===== src/rtl/mem_bus_ctrl.sv =====
// Memory access sequencer: turns one-cycle control requests into a valid/ready bus
// transaction with RV32 lane steering, load extension, misalignment and timeout faults.
module mem_bus_ctrl #(
    parameter int unsigned ADDR_W  = 32,
    parameter int unsigned TIMEOUT = 255
) (
    input  logic              clk,
    input  logic              reset,
    input  logic              req,
    input  logic              we,
    input  logic              is_data,
    input  logic [2:0]        funct3,
    input  logic [ADDR_W-1:0] addr,
    input  logic [31:0]       wdata,
    output logic [31:0]       rdata,
    output logic              done,
    output logic              stall,
    output logic [1:0]        fault,
    output logic              bus_valid,
    input  logic              bus_ready,
    output logic              bus_we,
    output logic [ADDR_W-1:0] bus_addr,
    output logic [3:0]        bus_wstrb,
    output logic [31:0]       bus_wdata,
    input  logic [31:0]       bus_rdata
);

    localparam int CNT_W = (TIMEOUT > 0) ? $clog2(TIMEOUT + 1) : 1;

    typedef enum logic [1:0] {IDLE, ACCESS, DONE} state_t;
    typedef enum logic [1:0] {SZ_BYTE, SZ_HALF, SZ_WORD} size_t;

    state_t            state_q, state_d;
    size_t             size_q, size_d, req_size;
    logic              we_q, we_d;
    logic              uns_q, uns_d;
    logic [1:0]        off_q, off_d;
    logic [31:0]       rdata_q, rdata_d;
    logic [1:0]        fault_q, fault_d;
    logic              bus_we_q, bus_we_d;
    logic [ADDR_W-1:0] bus_addr_q, bus_addr_d;
    logic [3:0]        bus_wstrb_q, bus_wstrb_d;
    logic [31:0]       bus_wdata_q, bus_wdata_d;
    logic [CNT_W-1:0]  cnt_q, cnt_d;
    logic              misaligned;
    logic [31:0]       rd_shift, rd_ext;

    // Fetches are always word; funct3[1]=1 (LW and undefined 011/11x) decodes as word.
    always_comb begin
        if (!is_data || funct3[1]) req_size = SZ_WORD;
        else if (funct3[0])        req_size = SZ_HALF;
        else                       req_size = SZ_BYTE;
        misaligned = ((req_size == SZ_HALF) && addr[0]) ||
                     ((req_size == SZ_WORD) && (addr[1:0] != 2'b00));
    end

    always_comb begin
        rd_shift = bus_rdata >> {off_q, 3'b000};
        case (size_q)
            SZ_BYTE: rd_ext = {{24{~uns_q & rd_shift[7]}}, rd_shift[7:0]};
            SZ_HALF: rd_ext = {{16{~uns_q & rd_shift[15]}}, rd_shift[15:0]};
            default: rd_ext = rd_shift;
        endcase
    end

    always_comb begin
        state_d     = state_q;
        size_d      = size_q;
        we_d        = we_q;
        uns_d       = uns_q;
        off_d       = off_q;
        rdata_d     = rdata_q;
        fault_d     = fault_q;
        bus_we_d    = bus_we_q;
        bus_addr_d  = bus_addr_q;
        bus_wstrb_d = bus_wstrb_q;
        bus_wdata_d = bus_wdata_q;
        cnt_d       = cnt_q;
        stall       = 1'b0;
        case (state_q)
            IDLE: begin
                if (req) begin
                    we_d   = we;
                    size_d = req_size;
                    uns_d  = funct3[2];
                    off_d  = addr[1:0];
                    if (misaligned) begin
                        fault_d = 2'b01;
                        state_d = DONE;
                    end else begin
                        fault_d    = 2'b00;
                        stall      = 1'b1;
                        cnt_d      = '0;
                        bus_we_d   = we;
                        bus_addr_d = {addr[ADDR_W-1:2], 2'b00};
                        case (req_size)
                            SZ_BYTE: begin
                                bus_wstrb_d = 4'b0001 << addr[1:0];
                                bus_wdata_d = {4{wdata[7:0]}};
                            end
                            SZ_HALF: begin
                                bus_wstrb_d = 4'b0011 << addr[1:0];
                                bus_wdata_d = {2{wdata[15:0]}};
                            end
                            default: begin
                                bus_wstrb_d = 4'b1111;
                                bus_wdata_d = wdata;
                            end
                        endcase
                        if (!we) bus_wstrb_d = 4'b0000;
                        state_d = ACCESS;
                    end
                end
            end
            ACCESS: begin
                stall = 1'b1;
                // A ready in the would-be timeout cycle wins over the timeout.
                if (bus_ready) begin
                    if (!we_q) rdata_d = rd_ext;
                    state_d = DONE;
                end else if (TIMEOUT != 0) begin
                    cnt_d = cnt_q + CNT_W'(1);
                    if (cnt_d == CNT_W'(TIMEOUT)) begin
                        fault_d = 2'b10;
                        state_d = DONE;
                    end
                end
            end
            DONE:    state_d = IDLE;
            default: state_d = IDLE;
        endcase
    end

    always_ff @(posedge clk or negedge reset) begin
        if (!reset) begin
            state_q     <= IDLE;
            size_q      <= SZ_BYTE;
            we_q        <= 1'b0;
            uns_q       <= 1'b0;
            off_q       <= 2'b00;
            rdata_q     <= '0;
            fault_q     <= 2'b00;
            bus_we_q    <= 1'b0;
            bus_addr_q  <= '0;
            bus_wstrb_q <= '0;
            bus_wdata_q <= '0;
            cnt_q       <= '0;
        end else begin
            state_q     <= state_d;
            size_q      <= size_d;
            we_q        <= we_d;
            uns_q       <= uns_d;
            off_q       <= off_d;
            rdata_q     <= rdata_d;
            fault_q     <= fault_d;
            bus_we_q    <= bus_we_d;
            bus_addr_q  <= bus_addr_d;
            bus_wstrb_q <= bus_wstrb_d;
            bus_wdata_q <= bus_wdata_d;
            cnt_q       <= cnt_d;
        end
    end

    assign rdata     = rdata_q;
    assign fault     = fault_q;
    assign done      = (state_q == DONE);
    assign bus_valid = (state_q == ACCESS);
    assign bus_we    = bus_we_q;
    assign bus_addr  = bus_addr_q;
    assign bus_wstrb = bus_wstrb_q;
    assign bus_wdata = bus_wdata_q;

endmodule

===== config.mk =====
export PLATFORM = sky130hd
export DESIGN_NAME = mem_bus_ctrl
export DESIGN_NICKNAME = d
export VERILOG_FILES = /design/src/rtl/mem_bus_ctrl.sv
export SDC_FILE = /design/constraint.sdc
export NUM_CORES = 1
export LEC_CHECK = 0
export ABC_AREA = 1
export BUFFER_PORTS_ARGS = -buffer_cell sky130_fd_sc_hd__buf_2
export CAP_MARGIN = 0
export CORE_MARGIN = 2
export CORE_UTILIZATION = 45
export CTS_CLUSTER_SIZE = 30
export DETAILED_ROUTE_END_ITERATION = 16
export PLACE_DENSITY = 0.8
export SLEW_MARGIN = 20
export SYNTH_ARGS = -nofsm -noshare
export SYNTH_HDL_FRONTEND = slang
export SYNTH_SLANG_ARGS = --single-unit

===== constraint.sdc =====
create_clock -name clk -period 4.3 [get_ports clk]
set_clock_uncertainty 0.1 [all_clocks]
set_input_delay 0 -clock clk [delete_from_list [all_inputs] [get_ports clk]]
set_output_delay 0 -clock clk [all_outputs]
set_load 0.01 [all_outputs]

==> results.yml, run 1 <==
final_layout:
  seqCellArea_um2: 2930
  drive_gt1_share_pct: 25.4
  multiInputGateArea_um2: 2320
  nets: 1143
  diodes: 0
  synthToLayoutAreaGrowth_pct: 51.7
  fill_cells: 926
cts:
  cts_tree: "done"
  clk_transition_reported_paths_ns: 0.06
  htreeDepth: 4
  cts_root_buf: "clkbuf_16"
  cts_setup_buffers: 0
  cts_buffers: 17
  cts_buffer_depth: 2
  cts_resized: 0
  worstSkewPairLatency_ns: 0.42
  clock-sinks: 117
worst_setup_path:
  r2r_end: "rdata[6]$_DFFE_PN0P_"
  critical_path.startpoint: "state_q[1]$_DFFE_PN0P_"
  r2r_slack_ns: 0.91
  r2r_start: "state_q[1]$_DFFE_PN0P_"
  worstPathRequired_ns: 4.55
  crit_buf_inv: 3
  path_cells: "nor2_4 -> nand2_2 -> nor2_4 -> inv_2 -> a31oi_1 -> dlygate4sd3_1 -> a22o_1 -> dlygate4sd3_1"
  crit_type: "reg -> reg"
  cp-endpoint: "rdata[6]$_DFFE_PN0P_"
  worst_path_max_delay_cell: "nor2_4"
  crit_arrival_ns: 3.64
  endpoint_kind: "register"
  cp_max_fo: 43
  startpoint_type: "register"
  max_stage_delay_ns: 0.71
  path_depth: 8
  cp_top_family: "buffers and inverters"
  rr_worst_depth: 8
timing:
  setup_viol: 0
  setup_ws_ns: 0.906
  worst_slew_pin_slew_ns: 0.928
  setup_tns_ns: 0
  hold_violations: 0
  layout_worst_path_cycle_share_pct: 78.9
  slew_viol_final: 0
  slew_headroom_pct: 38.0
  fmax_ghz: 0.295
  final.min_clock_period_ns: 3.39
  rsz0062_at_grt: "false"
  whs_ns: 0.0314
detailed_routing:
  drt-pass1-iter-count: 7
  wire_per_inst_um: 16.3
  routed_wl_mm: 19.8
  first_iter_violations: 598
  vias: 6341
  via_per_inst: 5.19
  ant_nets: 0
  drc: 0
power_and_ir_drop:
  switching_share_pct: 36.4
  p_sw_mw: 1.94
  p_leak_nw: 4.55
  p_clk_share_pct: 28.8
  power_density_nw_per_um2: 616
  internal-power_mw: 3.40
  peakVddDrop_mv: 0.363
  pwr-share-seq_pct: 35.2
  pwr-share-comb_pct: 36.1
placed_design:
  pre_cts_ws_ns: 1.61
  numPortBuffers: 208
  gp_congestion: 0.894
  hpwl_mm: 11.1
floorplan:
  dieArea_um2: 13600
  io_pins: 211
  start_util_pct: 45.7
  core.rowCount: 41
  die-height_um: 117
  coreArea_um2: 12500
  die_width_um: 117
synthesis:
  synth_ff_type: "dfrtp_1"
  ys_seq_area_share_pct: 51.2
  async_reset_ff_share_pct: 100
  synth-edff-count: 0
  yosysTopAreaCellShare_pct: 51.2
  synth.most_common_cell: "nand2_1"
  ys_types: 32
  synth_area_per_cell_um2: 7.98
  synthTopCellsByArea: "dfrtp_1 51%, nand2_1 18%, o21ai_0 4.5%"
  synth_largest_area_cell: "dfrtp_1"
  synth_seq_cells: 117
  syn_inst: 717
  yosys_warnings: 0
  synth_common_cells: "269 x nand2_1, 117 x dfrtp_1, 69 x inv_1"
  syn_area_um2: 5720
global_route:
  grt_pass1_vias: 6206
  grt_use_total_pct: 29.5
  grt_pass1_wl_mm: 30.7
  grt_max_degree: 70
  antenna_found_initial: 0
  overflow: 0
status:
  status: "finished clean"
hold_path:
  hold_class: "in -> reg"
job:
  maxCapViolCount: 0
worst register-to-register path, cell delays in order, from the launching register on:
cell	delay, ns
dfrtp_1	0.42
nor2_4	0.22
nand2_2	0.11
nor2_4	0.71
inv_2	0.31
a31oi_1	0.22
dlygate4sd3_1	0.57
a22o_1	0.12
dlygate4sd3_1	0.55
per-layer routing:
metal | global-route usage (%) | wire (um)
met1 | 34.4 | 7490
met2 | 48.6 | 9510
met3 | 9.53 | 1990
met4 | 16.0 | 860
met5 | 0 | 0
metrics by stage:
stage               power [mW]  utilization [%]  cell area (um2)  cells
detailed placement        3.53             54.4             6810   1066
floorplan                 2.82                -             5730    718
global route              5.66             69.4             8680   1221
global placement          3.49             54.4             6810   1066
CTS                       5.25             69.4             8680   1221
finish                    5.34             69.4             8680   1221
cell usage in the layout, fill, tap and decap left out, drive strengths merged:
cell type / netlist / final
o22ai: 12 / 12
clkinv: 0 / 6
dfrtp: 117 / 117
a22oi: 4 / 4
dlygate4sd3: 0 / 123
o21ai: 55 / 55
conb: 1 / 2
o21a: 8 / 8
inv: 74 / 75
clkbuf: 9 / 18
buf: 26 / 211
bufinv: 0 / 5
or2: 1 / 1
a31oi: 16 / 16
o31ai: 9 / 9
nand2: 281 / 281
clkinvlp: 0 / 2
ha: 2 / 2
a21oi: 10 / 10
a22o: 7 / 7
nand3: 16 / 16
o21bai: 20 / 20
nor2: 46 / 46
nand4: 3 / 3
power groups by stage:
stage	clock [mW]	combinational, mW	sequential [mW]
floorplan	0	0.813	2.01
global placement	0	1.65	1.84
detailed placement	0	1.69	1.85
CTS	1.55	1.86	1.85
global route	1.61	2.12	1.93
finish	1.54	1.93	1.88
logic make-up (layout without fill, tap and decap cells):
logic type / count (synthesis) / count (layout) / synth area share (%)
other: 1 / 2 / 0.0655
AO/OA/AOI/OAI: 141 / 141 / 15.3
flip-flops: 117 / 117 / 51.2
AND/OR/NAND/NOR: 347 / 347 / 24.7
adder cells (fa/ha/maj): 2 / 2 / 0.437
buffers and inverters: 109 / 440 / 8.31
what timing repair did:
action / CTS / global route
endpoints found under the setup margin: 0 / 0
hold endpoints to repair: 154 / 0
hold buffers: 123 / 0
cell type report:
type	count	area share [%]
well taps	172	2.48
clock buffers	18	4.94
repair buffers	334	26.5
multi-input cells	492	26.8
flip-flops and latches	117	33.7
inverters	74	3.23
clock inverters	14	2.39
registers in the layout, indices dropped and copies added, names as in the netlist:
| signal | cells |
|---|---|
| size_q | 2 |
| bus_addr | 30 |
| state_q | 2 |
| we_q | 1 |
| bus_wdata | 32 |
| uns_q | 1 |
| cnt_q | 8 |
| bus_wstrb | 4 |
| off_q | 2 |
| bus_we | 1 |
| rdata | 32 |
| fault | 2 |
how the worst min path moves through the flow:
stage,cells after the start,start,endpoint
3_3_place_gp,1,reset,rdata[14]$_DFFE_PN0P_
6_report,7,bus_rdata[26],rdata[26]$_DFFE_PN0P_
3_5_place_dp,1,reset,rdata[8]$_DFFE_PN0P_
2_1_floorplan,0,reset,bus_addr[10]$_DFFE_PN0P_
5_1_grt,7,bus_rdata[26],rdata[26]$_DFFE_PN0P_
4_1_cts,7,bus_rdata[26],rdata[26]$_DFFE_PN0P_
(Power assumes the default switching activity.)
==> inputs of run 2 (changes only) <==
Settings changed: ABC_AREA 1 to 0.
Clock period 4.3 ns to 3.2 ns, I/O delays scaled along.
==> results.yml, run 2 <==
synthesis:
  async_reset_ff_share_pct: 100
  synth_largest_area_cell: "dfrtp_1"
  synth-edff-count: 0
  yosys_warnings: 0
  yosysTopAreaCellShare_pct: 52.6
  synth_common_cells: "117 x dfrtp_1, 49 x mux2_2, 47 x nand2_1"
  ys_seq_area_share_pct: 52.6
  synth_ff_type: "dfrtp_1"
  ys_types: 43
  synth_seq_cells: 117
  synth_area_per_cell_um2: 11.1
  synthTopCellsByArea: "dfrtp_1 53%, mux2_2 9.9%, mux2i_1 7.5%"
  syn_inst: 502
  synth.most_common_cell: "dfrtp_1"
  syn_area_um2: 5570
worst_setup_path:
  crit_arrival_ns: 2.79
  rr_worst_depth: 6
  path_cells: "nor3b_4 -> o221ai_4 -> buf_12 -> nand2_1 -> o21ai_0 -> dlygate4sd3_1"
  r2r_slack_ns: 0.59
  cp_max_fo: 83
  crit_buf_inv: 2
  cp_top_family: "buffers and inverters"
  worstPathRequired_ns: 3.38
  crit_type: "reg -> reg"
  worst_path_max_delay_cell: "dlygate4sd3_1"
  path_depth: 6
  startpoint_type: "register"
  max_stage_delay_ns: 0.56
  endpoint_kind: "register"
global_route:
  overflow: 0
  grt_pass1_wl_mm: 26.2
  grt_max_degree: 84
  grt_pass1_vias: 5376
  antenna_found_initial: 0
  grt_use_total_pct: 25.6
cts:
  cts_buffer_depth: 2
  cts_root_buf: "clkbuf_16"
  cts_buffers: 17
  clock-sinks: 117
  worstSkewPairLatency_ns: 0.41
  cts_setup_buffers: 0
  clk_transition_reported_paths_ns: 0.05
  htreeDepth: 4
  cts_tree: "done"
power_and_ir_drop:
  pwr-share-comb_pct: 33.1
  power_density_nw_per_um2: 747
  switching_share_pct: 32.8
  p_total_mw: 6.18
  p_sw_mw: 2.03
  pwr-share-seq_pct: 38.8
  p_clk_share_pct: 28.2
  internal-power_mw: 4.16
  peakVddDrop_mv: 0.438
  p_leak_nw: 3.99
detailed_routing:
  vias: 5117
  routed_wl_mm: 16.9
  ant_nets: 0
  drt-pass1-iter-count: 4
  via_per_inst: 5.20
  first_iter_violations: 347
  wire_per_inst_um: 17.1
  drc: 0
timing:
  whs_ns: 0.0287
  rsz0062_at_grt: "false"
  layout_worst_path_cycle_share_pct: 81.4
  final.min_clock_period_ns: 2.61
  setup_viol: 0
  worst_slew_pin_slew_ns: 1.07
  setup_tns_ns: 0
  fmax_ghz: 0.384
  slew_headroom_pct: 28.9
  hold_violations: 0
  slew_viol_final: 0
status:
  status: "finished clean"
floorplan:
  coreArea_um2: 12100
  die-height_um: 115
  die_width_um: 115
  dieArea_um2: 13300
  start_util_pct: 46.2
  io_pins: 211
  core.rowCount: 40
final_layout:
  nets: 912
  mostFrequentLayoutCells: "207 x buf_2, 116 x dfrtp_1, 102 x dlygate4sd3_1"
  seqCellArea_um2: 2930
  synthToLayoutAreaGrowth_pct: 48.7
  drive_gt1_share_pct: 37.1
  final_area_um2: 8280
  fill_cells: 868
  final_common_cell: "buf_2"
  diodes: 0
  multiInputGateArea_um2: 2450
hold_path:
  whs_path_depth: 4
  hold_class: "in -> reg"
placed_design:
  gp_congestion: 0.927
  post_dp_cell_area_um2: 6720
  numPortBuffers: 208
  hpwl_mm: 10.5
job:
  maxCapViolCount: 0
[run 2: cell types whose count changed in the layout (fill, tap and decap cells not counted), sizes merged, moves of 10 or more]
cell         delta
dlygate4sd3    -21
inv            -70
mux2           +49
a31oi          -14
o22a           +16
nand3          -11
o21ai          -11
nor2b          +10
and2           +15
nand2         -234
o21bai         -20
a21oi          +20
mux2i          +42
[run 2: final timing paths]
path / from / to
setup / recovery: state_q[1]$_DFFE_PN0P_ / bus_wstrb[0]$_DFFE_PN0P_
hold / removal: bus_rdata[13] / rdata[5]$_DFFE_PN0P_
setup reg to reg: state_q[1]$_DFFE_PN0P_ / bus_wstrb[0]$_DFFE_PN0P_
hold reg to reg: cnt_q[5]$_DFFE_PN0P_ / cnt_q[5]$_DFFE_PN0P_
max in group asynchronous: reset / off_q[0]$_DFFE_PN0P_
min in group asynchronous: reset / bus_wstrb[1]$_DFFE_PN0P_
[run 2: logic make-up (layout without fill, tap and decap cells)]
logic type / count (synthesis) / count (layout) / synth area share (%)
compound gates: 112 / 112 / 12.8
xor+xnor: 3 / 3 / 0.472
fa+ha+maj: 2 / 2 / 0.449
buf+inv: 39 / 352 / 3.77
flops: 117 / 117 / 52.6
mux: 93 / 93 / 18.3
other cells: 1 / 2 / 0.0673
simple gates: 135 / 135 / 11.6
[run 2: area by class of cell]
cell class / instances / share of cell area (%)
clock buffer: 25 / 5.86
clock inverter: 5 / 0.604
inverter: 5 / 0.227
multi-input combinational: 347 / 29.5
sequential: 117 / 35.4
tap: 168 / 2.54
timing repair buffer: 317 / 25.9
[run 2: what timing repair did]
action,4_1_cts,5_1_grt
hold buffers,102,0
endpoints found under the hold margin,164,0
gates resized for setup,0,0
[run 2: power groups by stage]
stage	logic (mW)	clock network (mW)	registers [mW]
finish	2.04	1.74	2.40
global route	2.23	1.83	2.45
CTS	2.03	1.76	2.38
detailed placement	1.90	0	2.39
global placement	1.85	0	2.37
floorplan	0.871	0	2.56
[run 2: metrics by stage]
step                util [%]  std cells  setup slack [ns]
finish                  68.7        984             0.595
global route            68.7        984             0.400
CTS                     68.7        984             0.583
detailed placement      55.7        852             0.899
global placement        55.7        852             0.998
floorplan                  -        503              1.42
[run 2: tightest hold or removal path, stage by stage]
cell and delay [ns]:
buf_2 0.11, a211oi_1 0.08, a21oi_1 0.15, mux2_2 0.16
[run 2: routing by layer]
metal | up-vias | global-route usage [%] | part of all wire [%]
met3 | 39 | 7.43 | 7.4
met4 | 0 | 11.7 | 2.6
li1 | 2364 | - | -
met1 | 2479 | 29.3 | 39
met5 | - | 0 | 0
met2 | 235 | 44.4 | 51
==> inputs of run 3 (changes only) <==
Settings changed: ABC_AREA 0 to 1, PLACE_DENSITY 0.8 to 0.83.
Clock period 3.2 ns to 2.2 ns, I/O delays scaled along.
==> results.yml, run 3 (synthesized netlist as in run 1, its figures left out) <==
worst_setup_path:
  rr_worst_depth: 7
  r2r_end: "rdata[14]$_DFFE_PN0P_"
  critPathMostFrequentCell: "dlygate4sd3_1"
  cp_top_family: "buffers and inverters"
  endpoint_kind: "register"
  path_cells: "dlygate4sd3_1 -> buf_2 -> inv_1 -> nor2_1 -> a21oi_1 -> dlygate4sd3_1 -> o21ai_0 -> dlygate4sd3_1 -> nand2_1 -> nand2_1"
  worstPathRequired_ns: 2.40
  crit_buf_inv: 5
  cp_max_fo: 3
  r2r_start: "off_q[0]$_DFFE_PN0P_"
  startpoint_type: "input pin"
  crit_arrival_ns: 2.32
  path_depth: 10
  r2r_slack_ns: 0.13
  worst_path_max_delay_cell: "dlygate4sd3_1"
  crit_type: "in -> reg"
  max_stage_delay_ns: 0.58
floorplan:
  die-height_um: 117
  dieArea_um2: 13600
  core.rowCount: 41
  coreArea_um2: 12500
  io_pins: 211
  start_util_pct: 45.7
  die_width_um: 117
global_route:
  grt_pass1_vias: 6360
  grt_max_degree: 64
  grt_use_total_pct: 30.6
  antenna_found_initial: 2
  grt_pass1_wl_mm: 31.8
  overflow: 0
timing:
  setup_viol: 0
  setup_tns_ns: 0
  whs_ns: 0.00715
  final.min_clock_period_ns: 2.12
  rsz0062_at_grt: "false"
  hold_violations: 0
  layout_worst_path_cycle_share_pct: 96.3
  slew_viol_final: 0
  fmax_ghz: 0.472
detailed_routing:
  top_layer: "met4"
  drc: 0
  ant_nets: 0
  first_iter_violations: 732
  wl_met1_mm: 7.47
  dr_wl_met3_mm: 1.94
  vias: 6364
  drt-pass1-iter-count: 6
  via_per_inst: 5.18
  wire_per_inst_um: 16.4
  wl_met2_mm: 9.84
  routed_wl_mm: 20.1
hold_path:
  whs_path_depth: 5
  hold_end: "bus_wstrb[1]$_DFFE_PN0P_"
  hold_class: "in -> reg"
  worstHoldStart: "funct3[1]"
final_layout:
  final_common_cell: "nand2_1"
  fill_cells: 907
  mostFrequentLayoutCells: "269 x nand2_1, 207 x buf_2, 121 x dlygate4sd3_1"
  post-route-util_pct: 69.6
  fin_cells: 1228
  nets: 1151
  drive_gt1_share_pct: 25.8
  synthToLayoutAreaGrowth_pct: 52.3
power_and_ir_drop:
  peakVddDrop_mv: 0.699
  p_leak_nw: 4.57
  p_total_mw: 10.0
  power_density_nw_per_um2: 1150
cts:
  htreeDepth: 4
  clock-sinks: 117
  worstSkewPairLatency_ns: 0.42
  cts_tree: "done"
  cts_root_buf: "clkbuf_16"
  clk_transition_reported_paths_ns: 0.05
  cts_resized: 0
  cts_buffer_depth: 2
  cts_buffers: 17
status:
  status: "finished clean"
placed_design:
  numPortBuffers: 208
  dpl.cell_count: 1075
  gp_congestion: 0.921
  hpwl_mm: 11.6
job:
  maxCapViolCount: 0
run 3: changes by cell type in the layout (fill, tap and decap cells not counted), sizes merged, moves of 14 or more:
| cell | previous run | this run |
|---|---|---|
| mux2i | 42 | 0 |
| and2 | 15 | 0 |
| a31oi | 2 | 16 |
| mux2 | 49 | 0 |
| o21bai | 0 | 20 |
| nand2 | 47 | 281 |
| inv | 5 | 74 |
| dlygate4sd3 | 102 | 121 |
| a21oi | 30 | 10 |
| o22a | 16 | 0 |
run 3: how the worst max path moves through the flow:
stage                      startpoint                   endpoint
6_report                     wdata[7]  bus_wdata[31]$_DFFE_PN0P_
5_1_grt                      wdata[7]  bus_wdata[31]$_DFFE_PN0P_
4_1_cts          off_q[0]$_DFFE_PN0P_      rdata[14]$_DFFE_PN0P_
3_5_place_dp   state_q[1]$_DFFE_PN0P_      rdata[18]$_DFFE_PN0P_
3_3_place_gp   state_q[1]$_DFFE_PN0P_      rdata[22]$_DFFE_PN0P_
2_1_floorplan    cnt_q[1]$_DFFE_PN0P_       fault[0]$_DFFE_PN0P_
run 3: worst register-to-register path, stage by stage, from the launching register on:
cell and delay [ns]:
dfrtp_1 0.43, buf_4 0.22, nor2_1 0.29, o21ai_0 0.13, a31oi_1 0.14, dlygate4sd3_1 0.56, o22ai_1 0.07, inv_1 0.07
run 3: layout make-up:
class	count	area (um2)	share of cell area, %
Inverter	74	280	3.22
Antenna cell	2	5.00	0.0574
Clock inverter	4	45.0	0.517
Sequential cell	117	2930	33.6
Clock buffer	25	515	5.92
Multi-Input combinational cell	492	2320	26.7
Tap cell	172	215	2.47
Timing Repair Buffer	342	2400	27.6
run 3: routing by layer:
layer  global-route usage (%)  vias to the layer above
li1                         -                     2941
met1                     35.3                     2937
met2                     50.1                      417
met3                     10.5                       69
met4                     16.7                        0
met5                        0                        -
run 3: what timing repair did:
action                    4_1_cts  5_1_grt
hold endpoints to repair      217        0
hold buffers                  122        0
setup buffers                   0        0
run 3: metrics by stage:
stage | worst slack [ns] | instance area [um2]
6_report | 0.0806 | 8710
5_1_grt | 0.00859 | 8710
4_1_cts | 0.162 | 8710
3_5_place_dp | 0.374 | 6920
3_3_place_gp | 0.404 | 6920
2_1_floorplan | 0.662 | 5730
run 3: report_power, final:
part	internal, mW	total (mW)	leakage, nW	switching, mW
Clock	1.71	2.64	0.281	0.934
Combinational	1.59	3.80	2.85	2.20
Sequential	3.04	3.61	1.44	0.572
Total	6.34	10.0	4.57	3.71
